==> config.mk <==
export PLATFORM = sky130hd
export DESIGN_NAME = hamming_decoder_stream
export DESIGN_NICKNAME = d
export VERILOG_FILES = /design/src/rtl/hamming_pkg.sv /design/src/rtl/hamming_syndrome.sv /design/src/rtl/hamming_decoder_stream.sv
export SDC_FILE = /design/constraint.sdc
export NUM_CORES = 1
export LEC_CHECK = 0
export ABC_AREA = 0
export BUFFER_PORTS_ARGS = -buffer_cell sky130_fd_sc_hd__buf_4
export CAP_MARGIN = 25
export CORE_ASPECT_RATIO = 0.6
export CORE_UTILIZATION = 46
export CTS_BUF_LIST = sky130_fd_sc_hd__clkbuf_8 sky130_fd_sc_hd__clkbuf_16
export CTS_CLUSTER_SIZE = 10
export DETAILED_ROUTE_END_ITERATION = 10
export PLACE_DENSITY = 0.84
export SLEW_MARGIN = 30
export SYNTH_ARGS = -nofsm -noshare
export SYNTH_HDL_FRONTEND = slang
export SYNTH_HIERARCHICAL = 1
export SYNTH_SLANG_ARGS = --single-unit
==> constraint.sdc <==
create_clock -name clk -period 1.71 [get_ports clk]
set_input_delay 0.342 -clock clk [delete_from_list [all_inputs] [get_ports clk]]
set_output_delay 0.342 -clock clk [all_outputs]
set_load 0.1 [all_outputs]
==> src/rtl/hamming_pkg.sv <==
// Shared helpers for the streaming Hamming decoder: code geometry, data-position map, flag type.
// HAMMING_SECDED_EN adds the overall-parity bit (SECDED) and widens the input by one bit.
package hamming_pkg;

`ifdef HAMMING_SECDED_EN
    localparam bit SECDED = 1'b1;
`else
    localparam bit SECDED = 1'b0;
`endif

    typedef struct packed {
        logic corrigido;
        logic duplo;
    } flags_t;

    function automatic int n_of(input int r);
        return (1 << r) - 1;
    endfunction

    function automatic int k_of(input int r);
        return n_of(r) - r;
    endfunction

    function automatic int in_w_of(input int r);
        return n_of(r) + (SECDED ? 1 : 0);
    endfunction

    function automatic bit is_pow2(input int pos);
        return (pos > 0) && ((pos & (pos - 1)) == 0);
    endfunction

    // 1-based code position carrying data bit j (non-power-of-two positions, ascending)
    function automatic int data_pos(input int r, input int j);
        int n;
        int cnt;
        int res;
        n   = n_of(r);
        cnt = 0;
        res = 0;
        for (int p = 1; p <= n; p++) begin
            if (!is_pow2(p)) begin
                if (cnt == j) res = p;
                cnt++;
            end
        end
        return res;
    endfunction

    // Bit p-1 set when code position p contributes to syndrome bit b
    function automatic logic [63:0] syn_mask(input int r, input int b);
        logic [63:0] m;
        m = '0;
        for (int p = 1; p <= n_of(r); p++) begin
            if (((p >> b) & 1) == 1) m = m | (64'd1 << (p - 1));
        end
        return m;
    endfunction

endpackage

==> src/rtl/hamming_syndrome.sv <==
// Combinational syndrome generator; with HAMMING_SECDED_EN it also returns the overall parity.
module hamming_syndrome
    import hamming_pkg::*;
#(
    parameter int R = 4
) (
    input  logic [in_w_of(R)-1:0] word,
    output logic [R-1:0]          syndrome
`ifdef HAMMING_SECDED_EN
    ,
    output logic                  parity
`endif
);

    localparam int N = n_of(R);

    genvar gi;
    generate
        for (gi = 0; gi < R; gi++) begin : g_syn
            localparam logic [63:0] MASK = syn_mask(R, gi);
            assign syndrome[gi] = ^(word[N-1:0] & MASK[N-1:0]);
        end
    endgenerate

`ifdef HAMMING_SECDED_EN
    assign parity = ^word;
`endif

endmodule

==> src/rtl/hamming_decoder_stream.sv <==
// Two-stage valid/ready Hamming decoder with single-error correction and saturating statistics.
// Define HAMMING_SECDED_EN for the SECDED variant (extra overall-parity input bit, double-error flag).
module hamming_decoder_stream
    import hamming_pkg::*;
#(
    parameter int R     = 4,
    parameter int CNT_W = 16
) (
    input  logic                  clk,
    input  logic                  rst,
    input  logic [in_w_of(R)-1:0] entrada,
    input  logic                  entrada_valid,
    output logic                  entrada_ready,
    output logic [k_of(R)-1:0]    saida,
    output logic                  saida_valid,
    input  logic                  saida_ready,
    output logic                  erro_corrigido,
    output logic                  erro_duplo,
    output logic [CNT_W-1:0]      cnt_corrigido,
    output logic [CNT_W-1:0]      cnt_duplo,
    input  logic                  cnt_clr
);

    localparam int K = k_of(R);

    logic         en1;
    logic         en2;
    logic         out_xfer;
    logic [R-1:0] syn_next;
    logic [K-1:0] data_raw;

    logic         v1_reg;
    logic [K-1:0] data1_reg;
    logic [R-1:0] syn1_reg;

    logic         v2_reg;
    logic [K-1:0] saida_reg;
    logic [K-1:0] saida_next;
    flags_t       flags_reg;
    flags_t       flags_next;
    logic         do_correct;

    logic [CNT_W-1:0] cnt_corr_reg;

    assign en2           = !v2_reg || saida_ready;
    assign en1           = !v1_reg || en2;
    assign entrada_ready = en1;
    assign out_xfer      = v2_reg && saida_ready;

`ifdef HAMMING_SECDED_EN
    logic par_next;
    logic par1_reg;

    hamming_syndrome #(.R(R)) u_syn (
        .word     (entrada),
        .syndrome (syn_next),
        .parity   (par_next)
    );
`else
    hamming_syndrome #(.R(R)) u_syn (
        .word     (entrada),
        .syndrome (syn_next)
    );
`endif

    // Only data positions are carried forward; a flip that lands on a check bit changes no output.
    genvar gi;
    generate
        for (gi = 0; gi < K; gi++) begin : g_data
            localparam int DP = data_pos(R, gi);
            localparam logic [R-1:0] DP_SYN = R'(DP);
            assign data_raw[gi]   = entrada[DP-1];
            assign saida_next[gi] = data1_reg[gi] ^ (do_correct && (syn1_reg == DP_SYN));
        end
    endgenerate

    always_ff @(posedge clk) begin
        if (rst) begin
            v1_reg <= 1'b0;
        end else if (en1) begin
            v1_reg <= entrada_valid;
            if (entrada_valid) begin
                data1_reg <= data_raw;
                syn1_reg  <= syn_next;
`ifdef HAMMING_SECDED_EN
                par1_reg  <= par_next;
`endif
            end
        end
    end

    always_comb begin
        flags_next = '0;
`ifdef HAMMING_SECDED_EN
        // Odd overall parity means a single error (possibly in the parity bit itself).
        do_correct           = par1_reg;
        flags_next.corrigido = par1_reg;
        flags_next.duplo     = (|syn1_reg) && !par1_reg;
`else
        do_correct           = 1'b1;
        flags_next.corrigido = |syn1_reg;
`endif
    end

    always_ff @(posedge clk) begin
        if (rst) begin
            v2_reg    <= 1'b0;
            saida_reg <= '0;
            flags_reg <= '0;
        end else if (en2) begin
            v2_reg <= v1_reg;
            if (v1_reg) begin
                saida_reg <= saida_next;
                flags_reg <= flags_next;
            end
        end
    end

    assign saida          = saida_reg;
    assign saida_valid    = v2_reg;
    assign erro_corrigido = flags_reg.corrigido;
    assign erro_duplo     = flags_reg.duplo;

    always_ff @(posedge clk) begin
        if (rst || cnt_clr) begin
            cnt_corr_reg <= '0;
        end else if (out_xfer && flags_reg.corrigido && (cnt_corr_reg != '1)) begin
            cnt_corr_reg <= cnt_corr_reg + 1'b1;
        end
    end

    assign cnt_corrigido = cnt_corr_reg;

`ifdef HAMMING_SECDED_EN
    logic [CNT_W-1:0] cnt_dup_reg;

    always_ff @(posedge clk) begin
        if (rst || cnt_clr) begin
            cnt_dup_reg <= '0;
        end else if (out_xfer && flags_reg.duplo && (cnt_dup_reg != '1)) begin
            cnt_dup_reg <= cnt_dup_reg + 1'b1;
        end
    end

    assign cnt_duplo = cnt_dup_reg;
`else
    assign cnt_duplo = '0;
`endif

endmodule

# After elaboration in Yosys (flattened, before gate mapping)

Cells that the tools add are included.

ROM bits: 0
Bits in registers: 45
Latch bits: 0
Word-level logic and storage cells: 47
Memories kept: 0
Output and inout port bits: 47
Memory bits (writable): 0

Equal/unequal tests: 12
Shift operators: 0
$lt $le $gt $ge: 0
Multipliers: 0
Add/sub/neg operators: 1
Bitwise operators: 12
Divide/modulo/power cells: 0
Reductions and logical operators: 15
Muxes and demuxes: 0

Operators by type and width:

| cell                    | count |
|---|---|
| $reduce_xor A15 Y1      | 4 |
| $eq A4 B4 Y1 const B    | 7 |
| $add A16 B1 Y16 const B | 1 |
| $ne A16 B16 Y1 const B  | 1 |
| $eq A4 B3 Y1 const B    | 3 |
| $xor A1 B1 Y1           | 11 |
| $eq A4 B2 Y1 const B    | 1 |
| $reduce_or A4 Y1        | 1 |
| $logic_and A1 B1 Y1     | 3 |
| $logic_or A1 B1 Y1      | 3 |
| $reduce_and A3 Y1       | 1 |
| $logic_not A1 Y1        | 2 |
| $reduce_and A2 Y1       | 1 |
| $not A1 Y1              | 1 |

# Depth between registers and ports, before layout

Gate-level depths: netlist of the first run.

Depth in word-level cells: 4
Depth in mapped cells: 6
Mapped depth without buffers: 5

# Cells and area by module

The synthesis of the first run kept the hierarchy.

By module, submodules not included:

| module                 | times used | area each (um^2) | cells an instance |
|---|---|---|---|
| hamming_decoder_stream | 1          | 2,093.3          | 217 |
| hamming_syndrome       | 1          | 210.2            | 20 |

# Worst setup path after synthesis of the first run

Ideal clock, no wire load.

Path kind: register to register
From: register v2_reg, in the netlist saida_valid
To: register data1_reg[0], enable pin
Path slack: -1.072 ns
Data required time: 1.395 ns
Library setup time: 0.315 ns
Data arrival time: 2.467 ns
Clock period less this slack: 2.782 ns
Path buffers: 0
Stages on the path, launching flop included: 4
Path through: dfxtp_1 nor2b_1 nand2_1 and3b_1

Longest elaborated chain between the ends: 4

RTL lines:

| item                        | RTL line                      | RTL |
|---|---|---|
| start, declared             | hamming_decoder_stream.sv:36  | `logic v2_reg;` |
| start signal, assigned      | hamming_decoder_stream.sv:111 | `v2_reg <= v1_reg;` |
| $logic_not A1 Y1            | hamming_decoder_stream.sv:45  | `assign en2 = !v2_reg \|\| saida_ready;` |
| $logic_or A1 B1 Y1          | hamming_decoder_stream.sv:45  |  |
| $logic_or A1 B1 Y1          | hamming_decoder_stream.sv:46  | `assign en1 = !v1_reg \|\| en2;` |
| via entrada_ready           | hamming_decoder_stream.sv:13  | `output logic entrada_ready,` |
| $reduce_and A3 Y1 (no line) | n/a                           |  |
| end signal, assigned        | hamming_decoder_stream.sv:83  | `data1_reg <= data_raw;` |
| end, declared               | hamming_decoder_stream.sv:33  | `logic [K-1:0] data1_reg;` |

The timed path passes the listed nets, and every way through them passes these cells.
A chain may end at the register's enable or synchronous reset.

# Worst setup path after layout of the first run

From: register cnt_corr_reg[0], in the netlist cnt_corrigido[0]
To: register cnt_corr_reg[8], in the netlist cnt_corrigido[8]

Longest elaborated chain between the ends: 2
Elaborated cells between the ends (all ways): 3

RTL lines:

| item                                                    | RTL line                      | RTL |
|---|---|---|
| start, declared                                         | hamming_decoder_stream.sv:43  | `logic [CNT_W-1:0] cnt_corr_reg;` |
| start signal, assigned                                  | hamming_decoder_stream.sv:128 | `cnt_corr_reg <= cnt_corr_reg + 1'b1;` |
| branches (longest 2 deep; another with $add A16 B1 Y16) | n/a                           |  |

Parallel ways; which one is timed is not known.

==> results of run 1 <==
==> worst register-to-register path: stages, from the launching register on <==
cell and delay (ns):
sky130_fd_sc_hd__dfxtp_4 0.39, sky130_fd_sc_hd__ha_4 0.15, sky130_fd_sc_hd__nand4_1 0.13, sky130_fd_sc_hd__or2_4 0.28
sky130_fd_sc_hd__or4_1 0.48, sky130_fd_sc_hd__a21oi_1 0.14
==> per-layer routing <==
| layer | track usage | vias up |
|---|---|---|
| met5 | 0 | - |
| met4 | 0.05055 | 0 |
| met3 | 0.05556 | 2 |
| met2 | 0.2700 | 78 |
| met1 | 0.3112 | 872 |
| li1 | - | 924 |
==> kinds of logic (layout without fill, tap and decap cells) <==
kind of cell	after synthesis	count (layout)	synth area share
compound gates	39	39	0.1168
xor+xnor	31	31	0.1331
fa+ha+maj	1	1	0.005431
buf+inv	29	70	0.07604
flops	45	45	0.4563
mux	6	6	0.02607
other cells	1	17	0.001628
simple gates	85	85	0.1847
==> layout make-up <==
class                      count  area share
clock buffer                   5     0.02368
timing repair buffer          58      0.1498
inverter                       4    0.005166
tap                           63     0.02712
multi-input combinational    179      0.4059
clock inverter                 3    0.005166
sequential                    45      0.3831
==> cell usage after synthesis (5+ instances only) <==
cell	n
sky130_fd_sc_hd__xnor2_1	26
sky130_fd_sc_hd__nand3_1	6
sky130_fd_sc_hd__buf_4	17
sky130_fd_sc_hd__nor2_1	27
sky130_fd_sc_hd__edfxtp_1	15
sky130_fd_sc_hd__mux2i_1	6
sky130_fd_sc_hd__or3_1	5
sky130_fd_sc_hd__nor3_1	7
sky130_fd_sc_hd__a21oi_1	10
sky130_fd_sc_hd__dfxtp_1	30
sky130_fd_sc_hd__nand2_1	17
sky130_fd_sc_hd__clkbuf_1	5
sky130_fd_sc_hd__a211oi_1	19
==> metrics by stage <==
stage / setup WS (ns) / TNS [ns]
final: 0.09278 / 0
after global routing: 0.01406 / 0
after CTS: 0.06339 / 0
after detailed placement: 0.06059 / 0
after global placement: 0.1123 / 0
after floorplan: -0.1694 / -0.2539
==> power breakdown <==
group	total, mW	switching [mW]	internal (mW)
Clock	0.624	0.346	0.278
Combinational	0.660	0.481	0.180
Sequential	1.18	0.0378	1.14
==> worst paths after layout <==
kind                                                        to  slack [ns]  depth (start not counted)
worst min-delay path                    data1_reg[2]$_DFFE_PP_        0.24                          1
worst max register to register   cnt_corrigido[8]$_SDFFE_PP0P_        0.09                          5
worst min register to register  cnt_corrigido[15]$_SDFFE_PP0P_        0.47                          1
worst max-delay path             cnt_corrigido[8]$_SDFFE_PP0P_        0.09                          5
==> repair_timing <==
action	4_1_cts	5_1_grt
setup endpoints to repair	0	1
endpoints found under the hold margin	0	0
resized for setup	0	2
==> summary.md, run 1 <==
| Metric | Value |
|---|---|
| Hold Fails Final Rpt | 0 |
| Half-perimeter wire length of the detailed placement result | 3955 µm |
| Most frequent cells in the layout | sky130_fd_sc_hd__buf_4 (58), sky130_fd_sc_hd__nor2_1 (27), sky130_fd_sc_hd__xnor2_1 (26) |
| Global placement routability congestion | 0.8903 |
| Class of the tightest hold or removal check | in -> reg |
| GRT Residual Overflow | 0 |
| Status | finished, final reports clean |
| Mean area per synthesized cell | 9.719 µm² |
| Routed Wire Length | 5022 µm |
| Detailed-router iteration count before antenna repair | 5 |
| Highest cell delay on the worst timing path | 0.48 ns |
| Pin count of the biggest net entering global routing | 23 |
| Netlist cell types | 42 |
| Post-DR wirelength/cell | 14.07 µm |
| Multi-input gate area | 1180 µm² |
| Category of the worst setup path capture point | register |
| Final net count | 314 |
| Start of the worst register-to-register path | cnt_corrigido[0]$_SDFFE_PP0P_ |
| Largest register FFs | 16 |
| Overall Global Routing Usage | 0.2011 |
| Routed wl met3 | 403 µm |
| Die H | 56.82 µm |
| Leakage power | 1.090 nW |
| Cell area after synthesis | 2303 µm² |
| Area after detailed placement | 2820 µm² |
| Filler Cell Count | 390 |
| Number of enable-type register cells in the synthesized netlist | 15 |
| Endpoint required time on the critical path | 1.94 ns |
| Peak ir drop on the vdd network | 0.4162 mV |
| Cts-stage hold buffer count | 0 |
| Part of the Yosys area used for sequential elements | 0.4563 |
| Total instance count after detailed placement | 349 |
| Non-filler instance count after layout | 357 |
| Share of Yosys cell area claimed by the top area cell type | 0.2607 |
| Post-CTS Setup Inserts | 0 |
| Vias in the first global route | 1,659 |
| Power per standard cell area | 848.2 nW/µm² |
| Source-to-sink clock delay at the later pin of the worst-skew pair | 0.29 ns |
| Commonest non-fill, non-tap cell in the layout | sky130_fd_sc_hd__buf_4 |
| CTS H-tree depth | 2 |
| Crit Path Max Fanout | 6 |
| Primary FF master, synth | sky130_fd_sc_hd__dfxtp_1 |
| Cell count after synthesis | 237 |
| Cell area after layout | 2907 µm² |
| Via-per-instance ratio | 5.255 |
| Synth Register Bits | 45 |
| Total buffers and inverters traversed by the critical path | 0 |
| Count of input and output buffers | 49 |
| Global-route wire length before repair | 8066 µm |
| Cell class contributing the biggest share of worst-path delay | simple AND/OR/NAND/NOR gates |
| Final core utilization | 0.6206 |
| Number of antenna diodes | 0 |
| Crit path kind | reg -> reg |
| Critical Path, Cell by Cell | ha_4, nand4_1, or2_4, or4_1, a21oi_1 |
| CTS tree | done |
| Cell types occupying the most area after synthesis | sky130_fd_sc_hd__dfxtp_1 (26%), sky130_fd_sc_hd__edfxtp_1 (20%), sky130_fd_sc_hd__xnor2_1 (9.9%) |
| Minimum clock period after layout | 1.617 ns |
| Via total after detailed routing | 1,876 |
| Cell with the largest stage delay on the worst path | sky130_fd_sc_hd__or4_1 |
| Final ANT Viol Nets | 0 |
| Initial standard-cell utilization of the core | 0.4919 |
| Min-Delay Startpoint | entrada[5] |
| Drt drc | 0 |
| Share of the clock period used by the worst path after layout | 0.9457 |
| # IOs | 67 |
| Worst-case hold slack | 0.2404 ns |
| Storage cell area | 1114 µm² |
| Number of standard-cell rows in the floorplan | 19 |
| Post-route clock skew | 0.01403 ns |
| Unrepaired setup endpoints after global routing | no |
| Proportion of register bits with asynchronous set or reset after synthesis | 0 |
| Max layer used | met4 |
| Placeable Area | 4683 µm² |
| Layout-stage area growth over the synthesis result | 26.18% |
| Routed metal-1 wirelength | 2543 µm |
| Chip width | 93.36 µm |
| Peak clock frequency supported by timing | 0.6183 GHz |
| Share of final-layout standard cells stronger than drive strength 1 | 0.3163 |
| Number of buffers created by CTS | 5 |
| Post-layout power | 2.465 mW |
| Full die area | 5304 µm² |
| Register clock-pin slew on the reported worst setup and hold paths | 0.09 ns |
| Number of antenna violations at the first check in global routing | 0 |
| Drt first-iter violations | 157 |
| Crit path arrival time | 1.85 ns |
| Ys Warns | 6 |
| CP Launch Type | register |
| Largest area contributor in the netlist | sky130_fd_sc_hd__dfxtp_1 |
| Max-capacitance violation count | 0 |
| Crit. Startpoint | cnt_corrigido[0]$_SDFFE_PP0P_ |
| Final setup viols | 0 |
| Routed length on met2 | 2056 µm |
| Number of clock sinks | 45 |
| Library cell used as clock root buffer | sky130_fd_sc_hd__clkbuf_8 |
| Number of pins with negative max-slew slack in the final report | 0 |
| Maximum clock path buffer count | 2 |
(Power assumes the default switching activity.)
==> run 2, diff against run 1 <==
--- a/config.mk
+++ b/config.mk
@@ -9,11 +9,11 @@
 export BUFFER_PORTS_ARGS = -buffer_cell sky130_fd_sc_hd__buf_4
 export CAP_MARGIN = 25
 export CORE_ASPECT_RATIO = 0.6
-export CORE_UTILIZATION = 46
+export CORE_UTILIZATION = 51
 export CTS_BUF_LIST = sky130_fd_sc_hd__clkbuf_8 sky130_fd_sc_hd__clkbuf_16
 export CTS_CLUSTER_SIZE = 10
 export DETAILED_ROUTE_END_ITERATION = 10
-export PLACE_DENSITY = 0.84
+export PLACE_DENSITY = 0.88
 export SLEW_MARGIN = 30
 export SYNTH_ARGS = -nofsm -noshare
 export SYNTH_HDL_FRONTEND = slang
==> constraint.sdc (replaced) <==
create_clock -name clk -period 1.6 [get_ports clk]
set_input_delay 0.32 -clock clk [delete_from_list [all_inputs] [get_ports clk]]
set_output_delay 0.32 -clock clk [all_outputs]
set_load 0.1 [all_outputs]
==> summary.md, run 2 (synthesized netlist as in run 1, its figures left out) <==
| Metric | Value |
|---|---|
| Via-per-instance ratio | 5.602 |
| Initial standard-cell utilization of the core | 0.5469 |
| Power per standard cell area | 923.6 nW/µm² |
| Crit path kind | reg -> reg |
| Post-route clock skew | 0.01392 ns |
| CP Launch Type | register |
| Number of pins with negative max-slew slack in the final report | 0 |
| Maximum clock path buffer count | 2 |
| Endpoint required time on the critical path | 1.83 ns |
| Switching portion of total power | 0.3344 |
| Chip width | 88.76 µm |
| Via total after detailed routing | 2,000 |
| Number of buffers created by CTS | 5 |
| Max-capacitance violation count | 0 |
| Post-layout power | 2.808 mW |
| Number of antenna diodes | 0 |
| Minimum clock period after layout | 1.589 ns |
| Post-Place Setup Slack | 0.001501 ns |
| Detailed-router iteration count before antenna repair | 4 |
| Global placement routability congestion | 0.9006 |
| Most frequent cells in the layout | sky130_fd_sc_hd__buf_4 (58), sky130_fd_sc_hd__nor2_1 (27), sky130_fd_sc_hd__xnor2_1 (26) |
| Pin count of the biggest net entering global routing | 23 |
| Share of the clock period used by the worst path after layout | 0.9931 |
| Die H | 54.06 µm |
| Status | finished, final reports clean |
| Category of the worst setup path capture point | register |
| Largest register FFs | 16 |
| Commonest non-fill, non-tap cell in the layout | sky130_fd_sc_hd__buf_4 |
| Peak ir drop on the vdd network | 0.4824 mV |
| GRT Residual Overflow | 0 |
| Placeable Area | 4212 µm² |
| Final ANT Viol Nets | 0 |
| Total instance count after detailed placement | 348 |
| Count of input and output buffers | 49 |
| Crit Path Max Fanout | 5 |
| CTS tree | done |
| Internal power consumption | 1.869 mW |
| Vias in the first global route | 1,691 |
| Unrepaired setup endpoints after global routing | yes |
| Drt drc | 0 |
| Final core utilization | 0.7219 |
| Register clock-pin slew on the reported worst setup and hold paths | 0.09 ns |
| Full die area | 4798 µm² |
| Layout-stage area growth over the synthesis result | 31.99% |
| Library cell used as clock root buffer | sky130_fd_sc_hd__clkbuf_8 |
| Post-CTS Setup Inserts | 0 |
| Post-DR wirelength/cell | 15.43 µm |
| Number of antenna violations at the first check in global routing | 0 |
| Share of final-layout standard cells stronger than drive strength 1 | 0.3535 |
| Leakage power | 1.145 nW |
| Final setup viols | 0 |
| Hold Fails Final Rpt | 0 |
| CTS H-tree depth | 2 |
| Drt first-iter violations | 146 |
| Peak clock frequency supported by timing | 0.6293 GHz |
| Non-filler instance count after layout | 357 |
| Class of the tightest hold or removal check | in -> reg |
| Number of standard-cell rows in the floorplan | 18 |
| Final net count | 317 |
| Source-to-sink clock delay at the later pin of the worst-skew pair | 0.30 ns |
| Share of power burned in combinational logic | 0.253 |
| Relative contribution of sequential cells to total power | 0.449 |
| Crit path arrival time | 1.82 ns |
| Global-route wire length before repair | 8259 µm |
| Routed Wire Length | 5508 µm |
| Overall Global Routing Usage | 0.2366 |
| Clock share of power | 0.298 |
| Switching power | 939.1 µW |
| # IOs | 67 |
| Half-perimeter wire length of the detailed placement result | 4055 µm |
| Worst setup margin | 0.01099 ns |
| Number of clock sinks | 45 |
[run 2: cell type report]
type                       count  area [µm²]
fill                         310        1171
clock inverter                 3       38.79
inverter                       4       15.01
tap                           60       75.07
clock buffer                   5       68.82
sequential                    45        1119
multi-input combinational    179        1255
timing repair buffer          61       469.2
[run 2: final timing paths]
check,depth (start not counted),slack [ns],endpoint,start
min reg2reg,1,0.47,cnt_corrigido[15]$_SDFFE_PP0P_,cnt_corrigido[15]$_SDFFE_PP0P_
max,5,0.01,cnt_corrigido[8]$_SDFFE_PP0P_,cnt_corrigido[1]$_SDFFE_PP0P_
min,1,0.21,data1_reg[2]$_DFFE_PP_,entrada[5]
max reg2reg,5,0.01,cnt_corrigido[8]$_SDFFE_PP0P_,cnt_corrigido[1]$_SDFFE_PP0P_
[run 2: stage by stage]
step	area, µm²	hold slack, ns	setup TNS, ns
2_1_floorplan	2500	0.4189	-1.029
3_5_place_dp	2865	0.4603	0
4_1_cts	2973	0.2045	0
6_report	3040	0.2112	0
3_3_place_gp	2865	0.4424	0
5_1_grt	3040	0.1962	-0.2537
[run 2: critical path, stage by stage (launching register included)]
cell,delay (ns)
sky130_fd_sc_hd__dfxtp_4,0.39
sky130_fd_sc_hd__ha_4,0.15
sky130_fd_sc_hd__nand4_1,0.11
sky130_fd_sc_hd__or2_4,0.27
sky130_fd_sc_hd__or4_1,0.47
sky130_fd_sc_hd__a21oi_1,0.14
[run 2: what timing repair did]
item | 4_1_cts | 5_1_grt
hold buffers | 0 | 0
pin swaps | 0 | 3
gates resized for setup | 1 | 11
gates cloned | 0 | 1
endpoints found under the setup margin | 1 | 12
[run 2: routing by layer]
| metal | vias to the layer above | share of wire | global-route usage |
|---|---|---|---|
| met4 | 0 | 0.015 | 0.06183 |
| met2 | 112 | 0.45 | 0.3679 |
| met5 | - | 0 | 0 |
| li1 | 933 | - | - |
| met3 | 8 | 0.083 | 0.03988 |
| met1 | 947 | 0.45 | 0.3429 |
[run 2: power groups by stage]
stage | clock [mW] | sequential, mW | combinational (mW)
final | 0.835 | 1.26 | 0.710
after CTS | 0.847 | 1.26 | 0.710
after global placement | 0 | 1.28 | 0.698
after global routing | 0.902 | 1.27 | 0.749
after floorplan | 0 | 1.45 | 0.434
after detailed placement | 0 | 1.29 | 0.707
